$ cat config.mk
export PLATFORM = sky130hd
export DESIGN_NAME = div_32_flat
export DESIGN_NICKNAME = d
export VERILOG_FILES = /design/src/rtl/div_32_if.sv /design/src/rtl/div_32.sv /design/src/flat_wrapper.sv
export SDC_FILE = /design/constraint.sdc
export NUM_CORES = 1
export LEC_CHECK = 0
export CORE_MARGIN = 2
export CORE_UTILIZATION = 53
export DETAILED_ROUTE_END_ITERATION = 7
export PLACE_DENSITY = 0.73
export SYNTH_ARGS = -nofsm -noshare
export SYNTH_HDL_FRONTEND = slang
export SYNTH_SLANG_ARGS = --single-unit
$ cat constraint.sdc
create_clock -name clock -period 7.6 [get_ports clock]
set_input_delay 0.76 -clock clock [delete_from_list [all_inputs] [get_ports clock]]
set_output_delay 0.76 -clock clock [all_outputs]
set_load 0.01 [all_outputs]
$ cat src/rtl/div_32_if.sv
// Start/operand/result bundle between the execute-stage mult/div unit and the
// 32-bit multicycle divider.
interface div_32_if;
    logic        ctrl_DIV;
    logic [31:0] data_operandA;
    logic [31:0] data_operandB;
    logic [31:0] data_result;
    logic        data_exception;
    logic        data_resultRDY;
    logic        data_busy;

    modport master (
        output ctrl_DIV, data_operandA, data_operandB,
        input  data_result, data_exception, data_resultRDY, data_busy
    );

    modport slave (
        input  ctrl_DIV, data_operandA, data_operandB,
        output data_result, data_exception, data_resultRDY, data_busy
    );
endinterface

$ cat src/rtl/div_32.sv
// 32-bit signed divider: 32-step non-restoring shift/subtract on magnitudes,
// sign fix-up afterwards, fixed 34-clock start-to-strobe latency.
module div_32 (
    input  logic     clock,
    input  logic     reset_n,
    div_32_if.slave  bus
);
    localparam int DATA_W = 32;

    typedef enum logic [1:0] {IDLE, RUN, FIX, DONE} state_t;

    state_t                   state;
    logic [4:0]               count;
    logic [DATA_W-1:0]        result;
    logic                     exception;
    logic                     resultrdy;
    logic                     busy;

    logic signed [DATA_W:0]   rem;
    logic signed [DATA_W:0]   absb;
    logic [DATA_W-1:0]        dvd;
    logic [DATA_W-1:0]        quo;
    logic                     sign;
    logic                     bzero;

    logic signed [DATA_W:0]   rem_sh;
    logic signed [DATA_W:0]   rem_nxt;

    // Magnitude of a two's-complement value; |-2^31| lands as 0x80000000 unsigned.
    function automatic logic [DATA_W-1:0] f_mag(input logic signed [DATA_W-1:0] v);
        return v[DATA_W-1] ? -v : v;
    endfunction

    // Quotient sign restore with natural two's-complement wrap.
    function automatic logic [DATA_W-1:0] f_neg(input logic [DATA_W-1:0] q);
        return -q;
    endfunction

    always_comb begin
        rem_sh = $signed({rem[DATA_W-1:0], dvd[DATA_W-1]});
        if (!rem[DATA_W])
            rem_nxt = rem_sh - absb;
        else
            rem_nxt = rem_sh + absb;
    end

    always_ff @(posedge clock) begin
        if (bus.ctrl_DIV) begin
            dvd   <= f_mag(bus.data_operandA);
            absb  <= $signed({1'b0, f_mag(bus.data_operandB)});
            sign  <= bus.data_operandA[DATA_W-1] ^ bus.data_operandB[DATA_W-1];
            bzero <= (bus.data_operandB == '0);
            rem   <= '0;
            quo   <= '0;
        end else if (state == RUN) begin
            rem <= rem_nxt;
            dvd <= {dvd[DATA_W-2:0], 1'b0};
            quo <= {quo[DATA_W-2:0], ~rem_nxt[DATA_W]};
        end
    end

    // A start edge wins over every state, so an in-flight op is silently dropped.
    always_ff @(posedge clock or negedge reset_n) begin
        if (!reset_n) begin
            state     <= IDLE;
            count     <= '0;
            result    <= '0;
            exception <= 1'b0;
            resultrdy <= 1'b0;
            busy      <= 1'b0;
        end else if (bus.ctrl_DIV) begin
            state     <= RUN;
            count     <= '0;
            busy      <= 1'b1;
            resultrdy <= 1'b0;
        end else begin
            case (state)
                IDLE: resultrdy <= 1'b0;
                RUN: begin
                    count <= count + 5'd1;
                    if (count == 5'd31)
                        state <= FIX;
                end
                FIX: begin
                    result    <= bzero ? '0 : (sign ? f_neg(quo) : quo);
                    exception <= bzero;
                    state     <= DONE;
                end
                DONE: begin
                    resultrdy <= 1'b1;
                    busy      <= 1'b0;
                    state     <= IDLE;
                end
                default: state <= IDLE;
            endcase
        end
    end

    assign bus.data_result    = result;
    assign bus.data_exception = exception;
    assign bus.data_resultRDY = resultrdy;
    assign bus.data_busy      = busy;
endmodule

$ cat src/flat_wrapper.sv
// flat-port wrapper written by rule: the top's interface ports become plain ports
module div_32_flat 
  (clock, reset_n, bus_ctrl_DIV, bus_data_operandA, bus_data_operandB, bus_data_result, bus_data_exception, bus_data_resultRDY, bus_data_busy);
  div_32_if bus_i ();
  input  logic clock;
  input  logic reset_n;
  input wire logic [$bits(bus_i.ctrl_DIV)-1:0] bus_ctrl_DIV;
  input wire logic [$bits(bus_i.data_operandA)-1:0] bus_data_operandA;
  input wire logic [$bits(bus_i.data_operandB)-1:0] bus_data_operandB;
  output wire logic [$bits(bus_i.data_result)-1:0] bus_data_result;
  output wire logic [$bits(bus_i.data_exception)-1:0] bus_data_exception;
  output wire logic [$bits(bus_i.data_resultRDY)-1:0] bus_data_resultRDY;
  output wire logic [$bits(bus_i.data_busy)-1:0] bus_data_busy;
  assign bus_i.ctrl_DIV = bus_ctrl_DIV;
  assign bus_i.data_operandA = bus_data_operandA;
  assign bus_i.data_operandB = bus_data_operandB;
  assign bus_data_result = bus_i.data_result;
  assign bus_data_exception = bus_i.data_exception;
  assign bus_data_resultRDY = bus_i.data_resultRDY;
  assign bus_data_busy = bus_i.data_busy;
  div_32 u_core (.clock(clock), .reset_n(reset_n), .bus(bus_i));
endmodule
# == Word-level counts from Yosys, hierarchy flattened ==
# Cells that the tools add are included.
# word_totals
ff_bits,173
output_inout_bits,35
inputBits,67
# classes
mux,16
reduce_logical,8
n_bitwise,3
eq_ne,5
add_sub_neg,6
# op_table
operator,n
$mux W32,5
$neg A32 Y32,3
$add A33 B33 Y33,1
$mux W33,1
$sub A33 B33 Y33,1
$logic_not A32 Y1,1
$mux W31,1
$mux W5,2
$pmux W2 S3,1
$add A5 B1 Y5 const B,1
$eq A5 B5 Y1 const B,1
$eq A2 B2 Y1 const B,2
$mux W2,2
$reduce_and A2 Y1,2
$reduce_bool A2 Y1,2
$reduce_bool A4 Y1,1
$mux W1,3
$ne A3 B3 Y1 const B,1
$reduce_bool A3 Y1,1
$eq A2 B1 Y1 const B,1
$logic_not A2 Y1,1
$not A1 Y1,2
$pmux W1 S2,1
$xor A1 B1 Y1,1

# == Longest topological paths before layout ==
# Gate-level depths: netlist (run 1).
# logic_depth
ltp_word,4
ltp_mapped,16
depth_no_buf,15

# == Least setup slack after synthesis (run 1) ==
# Ideal clock, no wire load.
# synth_timing
path_type,register to register
startpoint,reg u_core.absb[7]
endpoint,reg u_core.quo[0]
t_arrival_ns,3.906
path_slack_ns,3.619
stages_incl_launch_ff,16
synth_period_minus_slack_ns,3.981
required_time_ns,7.525
path_cell_list,edfxtp_1 -> or4_1 -> nand2b_1 -> nor3_1 -> and3_1 -> nor2_1 -> xnor2_1 -> ha_1 -> clkbuf_1 -> nand2_1 -> nor4_1 -> nand2b_1 -> a21oi_1 -> nor2_1 -> or4b_2 -> a31oi_1
# synth_between
elab_chain_cells,3
word_cells_on_any_way,4
cone_classes,add/sub: 2; mux: 1; bitwise: 1
# synth_lines
element,line,source
from (decl),div_32.sv:20,logic signed [DATA_W:0] absb;
from (signal assigned),div_32.sv:50,"absb <= $signed({1'b0, f_mag(bus.data_operandB)});"
$sub A33 B33 Y33 / $add A33 B33 Y33 (equally long branches),"div_32.sv:42, div_32.sv:44",
$mux W33 *,div_32.sv:41,if (!rem[DATA_W])
$not A1 Y1 *,div_32.sv:58,"quo <= {quo[DATA_W-2:0], ~rem_nxt[DATA_W]};"
to (signal assigned),div_32.sv:58,
to (decl),div_32.sv:22,logic [DATA_W-1:0] quo;
# Mark *: on every way between the ends. The rest lies on a longest branch, timed or not.
# A chain may end at the register's enable or synchronous reset.

# == Final worst setup path (run 1) ==
# layout_timing
startpoint,reg u_core.absb[1]
endpoint,reg u_core.quo[0]
# Same word-level chain as after synthesis.

==> summary.txt, run 1 <==
Status
  – Status: finished, final reports clean

Critical path
  – Critical path arrival: 4.72 ns
  – Critical path class: flop to flop
  – Worst reg-to-reg setup slack: 3.24 ns
  – Worst r2r src: u_core.absb[1]
  – R2R depth: 13
  – Critical path capture point type: flop
  – Crit start category: flop
  – Largest fanout on the critical path: 7
  – Required time worst endpoint: 7.96 ns
  – Worst r2r dst: u_core.quo[0]

CTS
  – Sink Count: 173
  – Clk_lat worst skew: 0.43 ns
  – Cts repair resizes: 0
  – CTS buffer count: 17
  – Root buffer cell: clkbuf_16
  – CTS max path bufs: 2
  – Setup Buffers After CTS: 0
  – Hold Buf Count CTS: 0
  – CTS tree: yes
  – Clock H-tree levels: 4
  – CTS clk-pin slew, worst paths: 0.07 ns

Cells and area
  – Ant diodes: 0
  – Multi-input gate area: 0.00603 mm2
  – Fin cells: 1507
  – Post-route cell area: 0.0125 mm2
  – Layout area overhead: 16.8%
  – Most frequent cells in the layout: nor2_1 (142), clkdlybuf4s50_1 (99), a21oi_1 (96)
  – Fraction of layout instances using a drive strength above 1: 0.0515
  – FF+latch area: 0.00433 mm2
  – Final core occ: 0.636
  – Nets: 1340
  – Commonest non-fill, non-tap cell in the layout: nor2_1
  – Fillers: 1664

Detailed routing
  – Post-route DRC: 0
  – Initial DRT Pass Iterations: 5
  – Vias per inst: 5.72
  – Detail Route Antenna Nets: 0
  – Initial DRC Count: 758
  – Total number of vias: 8627
  – Final WL: 23700 um
  – Per-cell routed wire length: 15.7 um

Synth
  – Synth unique cells: 63
  – #FFs+latches synth: 173
  – Post-synth EDFFs: 66
  – Dominant synthesized flop cell: edfxtp_1
  – Asr flop ratio synth: 0.243
  – Syn_area_per_cell: 9.25 um2
  – Yosys warning total: 0
  – Synth Instances: 1153
  – Synth Net Count: 1264
  – Synthesized area: 0.0107 mm2
  – Post-synthesis sequential area ratio: 0.406

Placed design
  – Routability congestion estimate: 0.950
  – DP HPWL: 17100 um
  – # port buffers: 101
  – Placed insts: 1475
  – Placed Area: 0.0119 mm2

Floorplanning
  – # rows: 51
  – Ports: 102
  – Initial Utilization: 0.544
  – Die width: 146 um
  – Die area: 0.0213 mm2
  – Die Height: 146 um
  – Core area: 0.0196 mm2

GRT
  – Vias in the first global route: 7912
  – GR Util All Layers: 0.225
  – Antenna violations before repair: 0
  – GR Overflow Total: 0
  – Largest net degree at the start of global routing: 66
  – Global-route wire length before repair: 39700 um

STA
  – Final Hold Fails: 0
  – Fin. max-slew vios: 0
  – Slew @ Worst Pin: 1.08 ns
  – Period Utilization, post-route: 0.574
  – Unrepaired setup endpoints after global routing: no
  – Minimum hold slack: 0.451 ns
  – Tmin final: 4.36 ns
  – Max Clock Skew: 0.0101 ns
  – Max-Slew Margin vs Limit: 0.277
  – Max frequency: 229 MHz
  – Setup tns final: 0 ns
  – Finish-stage setup viols: 0

Power and ir drop
  – Worst vdd ir: 0.000173 V
  – Pwr dens: 352 mW/mm2
  – Static Leakage: 0.00525 uW

Job
  – Max_cap viols: 0

Hold path
  – HP Class: primary input to asynchronous set/reset pin
[layer usage]
layer	part of all wire	wire, um	GRT usage	vias to the layer above
li1	-	-	-	4322
met1	0.49	11700	0.332	4051
met2	0.44	10500	0.346	238
met3	0.052	1240	0.0389	16
met4	0.010	243	0.0534	0
met5	0	0	0	-
[synth_stat cells (5+ instances only)]
library cell	number	area (um2)
nand4_1	8	50.1
nand2_1	83	312
a22o_1	31	272
o31ai_1	23	173
o41ai_1	12	105
a21boi_0	5	37.5
o211ai_1	7	52.6
inv_1	29	109
xnor2_1	61	534
ha_1	43	538
nor3_1	20	100
o21ai_0	50	250
nand2b_1	17	106
or3_1	12	75.1
a31oi_1	5	31.3
nand3_1	13	65.1
clkbuf_1	38	143
dfxtp_1	65	1300
dfrtp_1	42	1050
o21a_1	7	52.6
and3_1	9	56.3
a211oi_1	13	97.6
xor2_1	83	727
a21oi_1	96	480
nor2_1	143	537
or2_2	6	37.5
buf_1	15	56.3
mux2i_1	49	490
nor4_1	13	81.3
edfxtp_1	66	1980
a21o_1	17	128
or4_1	14	105
and2_1	8	50.1
[registers in the layout, summed over array words and instances (netlist names)]
signal and cells:
u_core.dvd 32, u_core.count 5, u_core.rem 33, u_core.absb 32, u_core.bzero 1, u_core.state 2, u_core.bus.data_exception 1, u_core.quo 32
u_core.bus.data_resultRDY 1, u_core.bus.data_busy 1, u_core.sign 1, u_core.bus.data_result 32
[kinds of logic after synthesis]
logic type | after synthesis | synth area share
AND/OR/NAND/NOR | 369 | 0.168
AO/OA/AOI/OAI | 289 | 0.177
flip-flops | 173 | 0.406
XOR/XNOR | 144 | 0.118
buffers and inverters | 83 | 0.0293
multiplexers | 51 | 0.0481
adder cells (fa/ha/maj) | 44 | 0.0523
[critical path, stage by stage, from the launching register on]
cell and delay [ns]:
edfxtp_1 0.45, inv_1 0.09, ha_1 0.18, or4b_1 0.54, nor4b_4 0.46, a21oi_1 0.15, xor2_1 0.16, ha_1 0.40
nand4_1 0.13, or4_1 0.62, a21oi_1 0.21, nor2_1 0.12, or4b_2 0.65, a31oi_1 0.14
[layout make-up]
type | instances | area share
well taps | 265 | 0.0266
clock buffers | 17 | 0.0342
repair buffers | 111 | 0.0866
flip-flops and latches | 173 | 0.348
clock inverters | 15 | 0.0118
inverters | 29 | 0.00874
multi-input cells | 897 | 0.484
[worst max path at each step]
stage | from | end | slack [ns] | cells after the start
after global routing | u_core.absb[7] | u_core.quo[0] | 2.98 | 14
final | u_core.absb[1] | u_core.quo[0] | 3.24 | 13
after floorplan | u_core.absb[7] | u_core.quo[0] | 3.62 | 15
after CTS | u_core.absb[7] | u_core.quo[0] | 3.30 | 14
after global placement | u_core.absb[0] | u_core.quo[0] | 3.42 | 13
after detailed placement | u_core.absb[7] | u_core.quo[0] | 3.33 | 14
[per-stage QoR]
step                      total power, uW  worst slack, ns
after detailed placement             3520             3.33
after floorplan                      2910             3.62
after global routing                 4690             2.98
final                                4380             3.24
after global placement               3480             3.42
after CTS                            4380             3.30
[power by group]
group,switching [uW],leakage (uW),internal [uW]
Combinational,1220,0.00322,958
Sequential,136,0.00175,1220
Clock,414,0.000287,438
Note: power is estimated with default switching activity, not from simulation.
==> run 2: changes to the inputs <==
--- a/config.mk
+++ b/config.mk
@@ -8,7 +8,7 @@
 export CORE_MARGIN = 2
 export CORE_UTILIZATION = 53
 export DETAILED_ROUTE_END_ITERATION = 7
-export PLACE_DENSITY = 0.73
+export PLACE_DENSITY = 0.76
 export SYNTH_ARGS = -nofsm -noshare
 export SYNTH_HDL_FRONTEND = slang
 export SYNTH_SLANG_ARGS = --single-unit
==> constraint.sdc (replaced) <==
create_clock -name clock -period 3.6 [get_ports clock]
set_input_delay 0.36 -clock clock [delete_from_list [all_inputs] [get_ports clock]]
set_output_delay 0.36 -clock clock [all_outputs]
set_load 0.01 [all_outputs]
==> run 2 against run 1 <==
Net effect: total power rose by 140%; final area rose by 9.3%; worst hold slack got worse by 0.39 ns; critical path depth rose by 3; the run now ends with negative setup slack left; sequential cell count did not move; critical endpoint unchanged; critical path type unchanged.
==> summary.txt, run 2 (synthesis gave the netlist of run 1 again) <==
Detailed routing
  – Final WL: 26100 um (+10%)
  – Detail Route Antenna Nets: 0 (unchanged)
  – Per-cell routed wire length: 16.3 um (+3.4%)
  – Initial DRT Pass Iterations: 5 (unchanged)
  – Vias per inst: 5.70 (-0.51%)
  – Total number of vias: 9135 (+5.9%)
  – Post-route DRC: 0 (unchanged)
  – Initial DRC Count: 606 (-20%)

GRT
  – Vias in the first global route: 8442 (+6.7%)
  – GR Util All Layers: 0.235 (+0.0100)
  – Antenna violations before repair: 0 (unchanged)
  – Largest net degree at the start of global routing: 122 (+85%)
  – GR Overflow Total: 0 (unchanged)
  – Global-route wire length before repair: 41900 um (+5.5%)

CTS
  – Clk_lat worst skew: 0.43 ns (about the same)
  – CTS buffer count: 17 (unchanged)
  – CTS max path bufs: 2 (unchanged)
  – Sink Count: 173 (unchanged)
  – Hold Buf Count CTS: 0 (unchanged)
  – Root buffer cell: clkbuf_16
  – CTS tree: yes
  – Clock H-tree levels: 4 (unchanged)
  – CTS clk-pin slew, worst paths: 0.07 ns (about the same)

Cells and area
  – Fraction of layout instances using a drive strength above 1: 0.171 (+0.119)
  – Layout area overhead: 27.7%
  – Register name with the most flops: u_core.rem
  – Nets: 1437 (+7.2%)
  – FF+latch area: 0.00433 mm2 (unchanged)
  – Max reg flops: 33 (unchanged)
  – Fin cells: 1604 (+6.4%)
  – Multi-input gate area: 0.00641 mm2 (+6.3%)
  – Ant diodes: 0 (unchanged)
  – Commonest non-fill, non-tap cell in the layout: nor2_1
  – Most frequent cells in the layout: nor2_1 (139), clkdlybuf4s50_1 (99), buf_4 (98)
  – Post-route cell area: 0.0136 mm2 (+9.3%)
  – Fillers: 1511 (-9.2%)

Placed design
  – DP HPWL: 18200 um (+6.3%)
  – Placed Area: 0.0126 mm2 (+5.8%)
  – Routability congestion estimate: 0.948 (-0.20%)
  – # port buffers: 101 (unchanged)
  – Placed insts: 1558 (+5.6%)

Floorplanning
  – Initial Utilization: 0.544 (unchanged)
  – Core area: 0.0196 mm2 (unchanged)
  – # rows: 51 (unchanged)
  – Die width: 146 um (unchanged)
  – Die Height: 146 um (unchanged)
  – Die area: 0.0213 mm2 (unchanged)
  – Ports: 102 (unchanged)

Critical path
  – Top Family by Delay on Critical Path: simple AND/OR/NAND/NOR gates
  – CP max stage delay: 0.50 ns (-0.15 ns)
  – Critical path capture point type: flop
  – Critical Path Start: u_core.absb[1]
  – Slowest cell on crit path: or4b_4
  – Worst r2r dst: u_core.quo[0]
  – Critical path class: flop to flop
  – Crit start category: flop
  – Largest fanout on the critical path: 7 (unchanged)
  – Critical path arrival: 4.15 ns (-0.57 ns)
  – CP bufs+invs: 3 (+2)
  – R2R depth: 16 (+3)
  – Required time worst endpoint: 3.95 ns (-4.01 ns)
  – Worst r2r src: u_core.absb[1]
  – Worst path cell trace: inv_1, ha_2, or4b_4, nor4b_4, buf_4, and3_4, a21oi_2, xor2_1, ha_1, buf_4, nand4_1, nand2b_1, a21oi_4, nor2_2, or4b_4, a31oi_1
  – Worst reg-to-reg setup slack: -0.20 ns (-3.43 ns)

Power and ir drop
  – Static Leakage: 0.00579 uW (+10%)
  – Worst vdd ir: 0.000405 V (+130%)
  – Pwr dens: 769 mW/mm2 (+120%)

STA
  – Max-Slew Margin vs Limit: 0.263 (-0.0135)
  – Finish-stage setup viols: 12 (+12)
  – Max frequency: 263 MHz (+15%)
  – Minimum hold slack: 0.0658 ns (-0.385 ns)
  – Tmin final: 3.80 ns (-0.565 ns)
  – Period Utilization, post-route: 1.06 (+0.481)
  – Fin. max-slew vios: 0 (unchanged)
  – Setup tns final: -1.05 ns (-1.05 ns)
  – Post-route setup slack: -0.199 ns (-3.43 ns)
  – Slew @ Worst Pin: 1.10 ns (+0.0202 ns)
  – Unrepaired setup endpoints after global routing: yes
  – Final Hold Fails: 0 (unchanged)
  – Max Clock Skew: 0.0110 ns (+0.000876 ns)

Hold path
  – HP Class: primary input to asynchronous set/reset pin

Job
  – Max_cap viols: 0 (unchanged)

Status
  – Status: complete, but fails checks
  – Failing checks: negative setup slack
==> run 2: cell count changes in the layout (fill, tap and decap cells not counted), moves of 5 or more <==
cell / change
buf_4: +87
a21oi_1: -15
o21ai_0: -12
a21oi_2: +10
o21ai_1: +10
buf_6: +9
nand2_1: -8
nand2_2: +7
ha_1: -6
a21oi_4: +5
==> run 2: metal layers <==
layer | routed length [um] | track usage
met5 | 0 | 0
met4 | 394 | 0.0480
met3 | 1090 | 0.0382
met2 | 12300 | 0.376
met1 | 12300 | 0.339
==> run 2: what timing repair did <==
item / CTS / global route
pin swaps: 22 / 49
resized for setup: 19 / 74
setup buffers: 9 / 6
setup endpoints to repair: 15 / 20
==> run 2: power by group <==
group | internal, uW | switching [uW] | leakage (uW) | total [uW]
sequential | 2570 | 307 | 0.00175 | 2880
clock | 929 | 873 | 0.000281 | 1800
combinational | 2780 | 3010 | 0.00376 | 5790
total | 6280 | 4190 | 0.00579 | 10500
==> run 2: how the worst max path moves through the flow <==
| stage | endpoint | slack, ns | cells past startpoint |
|---|---|---|---|
| CTS | u_core.rem[22] | -0.14 | 14 |
| floorplan | u_core.quo[0] | -0.07 | 13 |
| detailed placement | u_core.rem[30] | -0.24 | 15 |
| global placement | u_core.rem[30] | -0.17 | 15 |
| global route | u_core.quo[0] | -0.31 | 16 |
| finish | u_core.quo[0] | -0.20 | 16 |
==> run 2: worst reg2reg max path, stage by stage (launching register included) <==
cell	delay, ns
edfxtp_1	0.38
inv_1	0.07
ha_2	0.17
or4b_4	0.50
nor4b_4	0.22
buf_4	0.18
and3_4	0.20
a21oi_2	0.07
xor2_1	0.18
ha_1	0.39
buf_4	0.15
nand4_1	0.16
nand2b_1	0.23
a21oi_4	0.15
nor2_2	0.05
or4b_4	0.48
a31oi_1	0.13
==> run 2: cell type report <==
| cell class | count | area share |
|---|---|---|
| Tap cell | 265 | 0.0243 |
| Timing Repair Buffer | 208 | 0.136 |
| Multi-Input combinational cell | 897 | 0.471 |
| Inverter | 29 | 0.00799 |
| Clock inverter | 14 | 0.0110 |
| Sequential cell | 173 | 0.318 |
| Clock buffer | 18 | 0.0316 |
==> run 2: stage by stage <==
step                setup WS (ns)  utilization  power, uW
CTS                        -0.143        0.678      10100
floorplan                 -0.0698            -       6200
global route               -0.315        0.695      11100
detailed placement         -0.235        0.642       8100
global placement           -0.169        0.642       7990
finish                     -0.199        0.695      10500
==> run 3: changes to the inputs <==
--- a/config.mk
+++ b/config.mk
@@ -9,6 +9,8 @@
 export CORE_UTILIZATION = 53
 export DETAILED_ROUTE_END_ITERATION = 7
 export PLACE_DENSITY = 0.76
+export SETUP_SLACK_MARGIN = 0.1
 export SYNTH_ARGS = -nofsm -noshare
 export SYNTH_HDL_FRONTEND = slang
 export SYNTH_SLANG_ARGS = --single-unit
+export TNS_END_PERCENT = 100
==> run 3 against run 2 <==
Net effect: the flow still finishes with violations (negative setup slack); via count is 0.62% higher; count of clock-buffer cells in the layout stayed put; sequential cell count stayed put; register-to-register slack hardly changed; utilization is 0.73 points higher; wire length is 1.8% lower; critical path depth is 3 lower; die area stayed put; largest power group unchanged.
==> summary.txt, run 3 (synthesis gave the netlist of run 1 again) <==
STA
  – Setup tns final: -1.49 ns (-0.443 ns)
  – Max-Slew Margin vs Limit: 0.258 (-0.00541)
  – Finish-stage setup viols: 17 (+5)
  – Fin. max-slew vios: 0 (unchanged)
  – Tmin final: 3.79 ns (-0.00579 ns)
  – Slew @ Worst Pin: 1.11 ns (+0.00809 ns)
  – Max Clock Skew: 0.0139 ns (+0.00293 ns)
  – Max frequency: 264 MHz (+0.15%)
  – Post-route setup slack: -0.193 ns (+0.00579 ns)
  – Unrepaired setup endpoints after global routing: yes
  – Period Utilization, post-route: 1.05 (-0.00161)
  – Final Hold Fails: 0 (unchanged)

GRT
  – Vias in the first global route: 8500 (+0.69%)
  – Global-route wire length before repair: 41900 um (-0.16%)
  – Largest net degree at the start of global routing: 73 (-40%)
  – GR Util All Layers: 0.237 (+0.00151)
  – Antenna violations before repair: 0 (unchanged)
  – GR Overflow Total: 0 (unchanged)

CTS
  – CTS clk-pin slew, worst paths: 0.08 ns (about the same)
  – Root buffer cell: clkbuf_16
  – CTS buffer count: 17 (unchanged)
  – Clk_lat worst skew: 0.43 ns (about the same)
  – Clock H-tree levels: 4 (unchanged)
  – CTS max path bufs: 2 (unchanged)
  – CTS tree: yes
  – Sink Count: 173 (unchanged)

Critical path
  – Critical path capture point type: flop
  – Crit start category: flop
  – Critical path class: flop to flop
  – Largest fanout on the critical path: 5 (-2)
  – Required time worst endpoint: 3.96 ns (about the same)
  – Critical path arrival: 4.15 ns (about the same)

Cells and area
  – Final core occ: 0.702 (+0.00728)
  – Ant diodes: 0 (unchanged)
  – Nets: 1445 (+0.56%)
  – Register name with the most flops: u_core.rem
  – Max reg flops: 33 (unchanged)
  – Commonest non-fill, non-tap cell in the layout: nor2_1
  – Most frequent cells in the layout: nor2_1 (137), buf_4 (108), clkdlybuf4s50_1 (99)
  – Fin cells: 1612 (+0.50%)
  – Fraction of layout instances using a drive strength above 1: 0.180 (+0.00864)
  – Layout area overhead: 29.0%

Placed design
  – Routability congestion estimate: 0.897 (-5.3%)
  – Placed insts: 1561 (+0.19%)
  – # port buffers: 101 (unchanged)
  – DP HPWL: 17900 um (-1.6%)

Detailed routing
  – Initial DRC Count: 641 (+5.8%)
  – Per-cell routed wire length: 15.9 um (-2.3%)
  – Total number of vias: 9192 (+0.62%)
  – Initial DRT Pass Iterations: 5 (unchanged)
  – Final WL: 25600 um (-1.8%)
  – Detail Route Antenna Nets: 0 (unchanged)
  – Post-route DRC: 0 (unchanged)
  – Vias per inst: 5.70 (+0.12%)

Power and ir drop
  – Pwr dens: 790 mW/mm2 (+2.7%)
  – Static Leakage: 0.00586 uW (+1.2%)
  – Tot Pwr: 10900 uW (+3.8%)
  – Worst vdd ir: 0.000455 V (+12%)

Hold path
  – HP Class: primary input to asynchronous set/reset pin

Floorplanning
  – Die Height: 146 um (unchanged)
  – # rows: 51 (unchanged)
  – Ports: 102 (unchanged)
  – Die area: 0.0213 mm2 (unchanged)
  – Initial Utilization: 0.544 (unchanged)
  – Core area: 0.0196 mm2 (unchanged)
  – Die width: 146 um (unchanged)

Status
  – Failing checks: negative setup slack
  – Status: complete, but fails checks

Job
  – Max_cap viols: 0 (unchanged)
==> run 3: changes by cell type in the layout (fill, tap and decap cells not counted), moves of 3 or more <==
cell	before	now
buf_4	98	108
o21ai_0	38	35
xor2_1	82	78
xor2_2	1	5
a21oi_2	10	13
a21oi_4	5	2
==> run 3: where the power goes <==
part	internal [uW]	switching [uW]	leakage (uW)	total, uW
Sequential	2570	304	0.00175	2870
Clock	1110	880	0.000311	1990
Combinational	2930	3080	0.00380	6010
Total	6600	4260	0.00586	10900
==> run 3: area by class of cell <==
cell class	count	area, um2
clock buffers	18	450
clock inverters	14	194
fillers	1484	5830
inverters	29	109
multi-input cells	897	6440
flip-flops and latches	173	4330
well taps	265	332
repair buffers	216	1900
==> run 3: repair_timing <==
item,4_1_cts,5_1_grt
resized for setup,57,45
buffers inserted,49,5
endpoints found under the setup margin,18,21
pin swaps,42,40
hold buffers,0,0
==> run 3: metal layers <==
metal  vias to the layer above  global-route usage  share of wire
met5                         -                   0              0
met4                         0              0.0618          0.016
met3                        40              0.0401          0.052
met2                       283               0.373           0.46
met1                      4343               0.340           0.48
li1                       4526                   -              -
==> run 3: critical path: stages, from the launching register on <==
cell and delay [ns]:
edfxtp_1 0.39, or4_4 0.55, nand2b_4 0.17, or3_1 0.34
nor2_1 0.09, nor2_1 0.05, xor2_1 0.16, ha_1 0.38
nand4_1 0.15, or4_4 0.60, a21oi_4 0.17, nor2_2 0.06
or4b_4 0.48, a31oi_1 0.13
==> run 3: path summary, 6_finish.rpt <==
kind | from | end | slack (ns) | depth (start not counted)
max in group asynchronous | reset_n | u_core.count[0] | 2.98 | 1
min in group clock | bus_ctrl_DIV | u_core.quo[2] | 0.27 | 2
min | reset_n | u_core.bus.data_result[15] | 0.05 | 1
min reg2reg | u_core.rem[18] | u_core.rem[18] | 0.47 | 2
max reg2reg | u_core.absb[5] | u_core.quo[0] | -0.19 | 13
max | u_core.absb[5] | u_core.quo[0] | -0.19 | 13
==> run 3: metrics by stage <==
stage          instance area [um2]  worst slack (ns)  hold slack [ns]
2_1_floorplan                10700           -0.0698           0.0644
3_3_place_gp                 12600            -0.148            0.446
3_5_place_dp                 12600            -0.232            0.456
4_1_cts                      13500            -0.136           0.0738
5_1_grt                      13800            -0.326            0.123
6_report                     13800            -0.193           0.0452
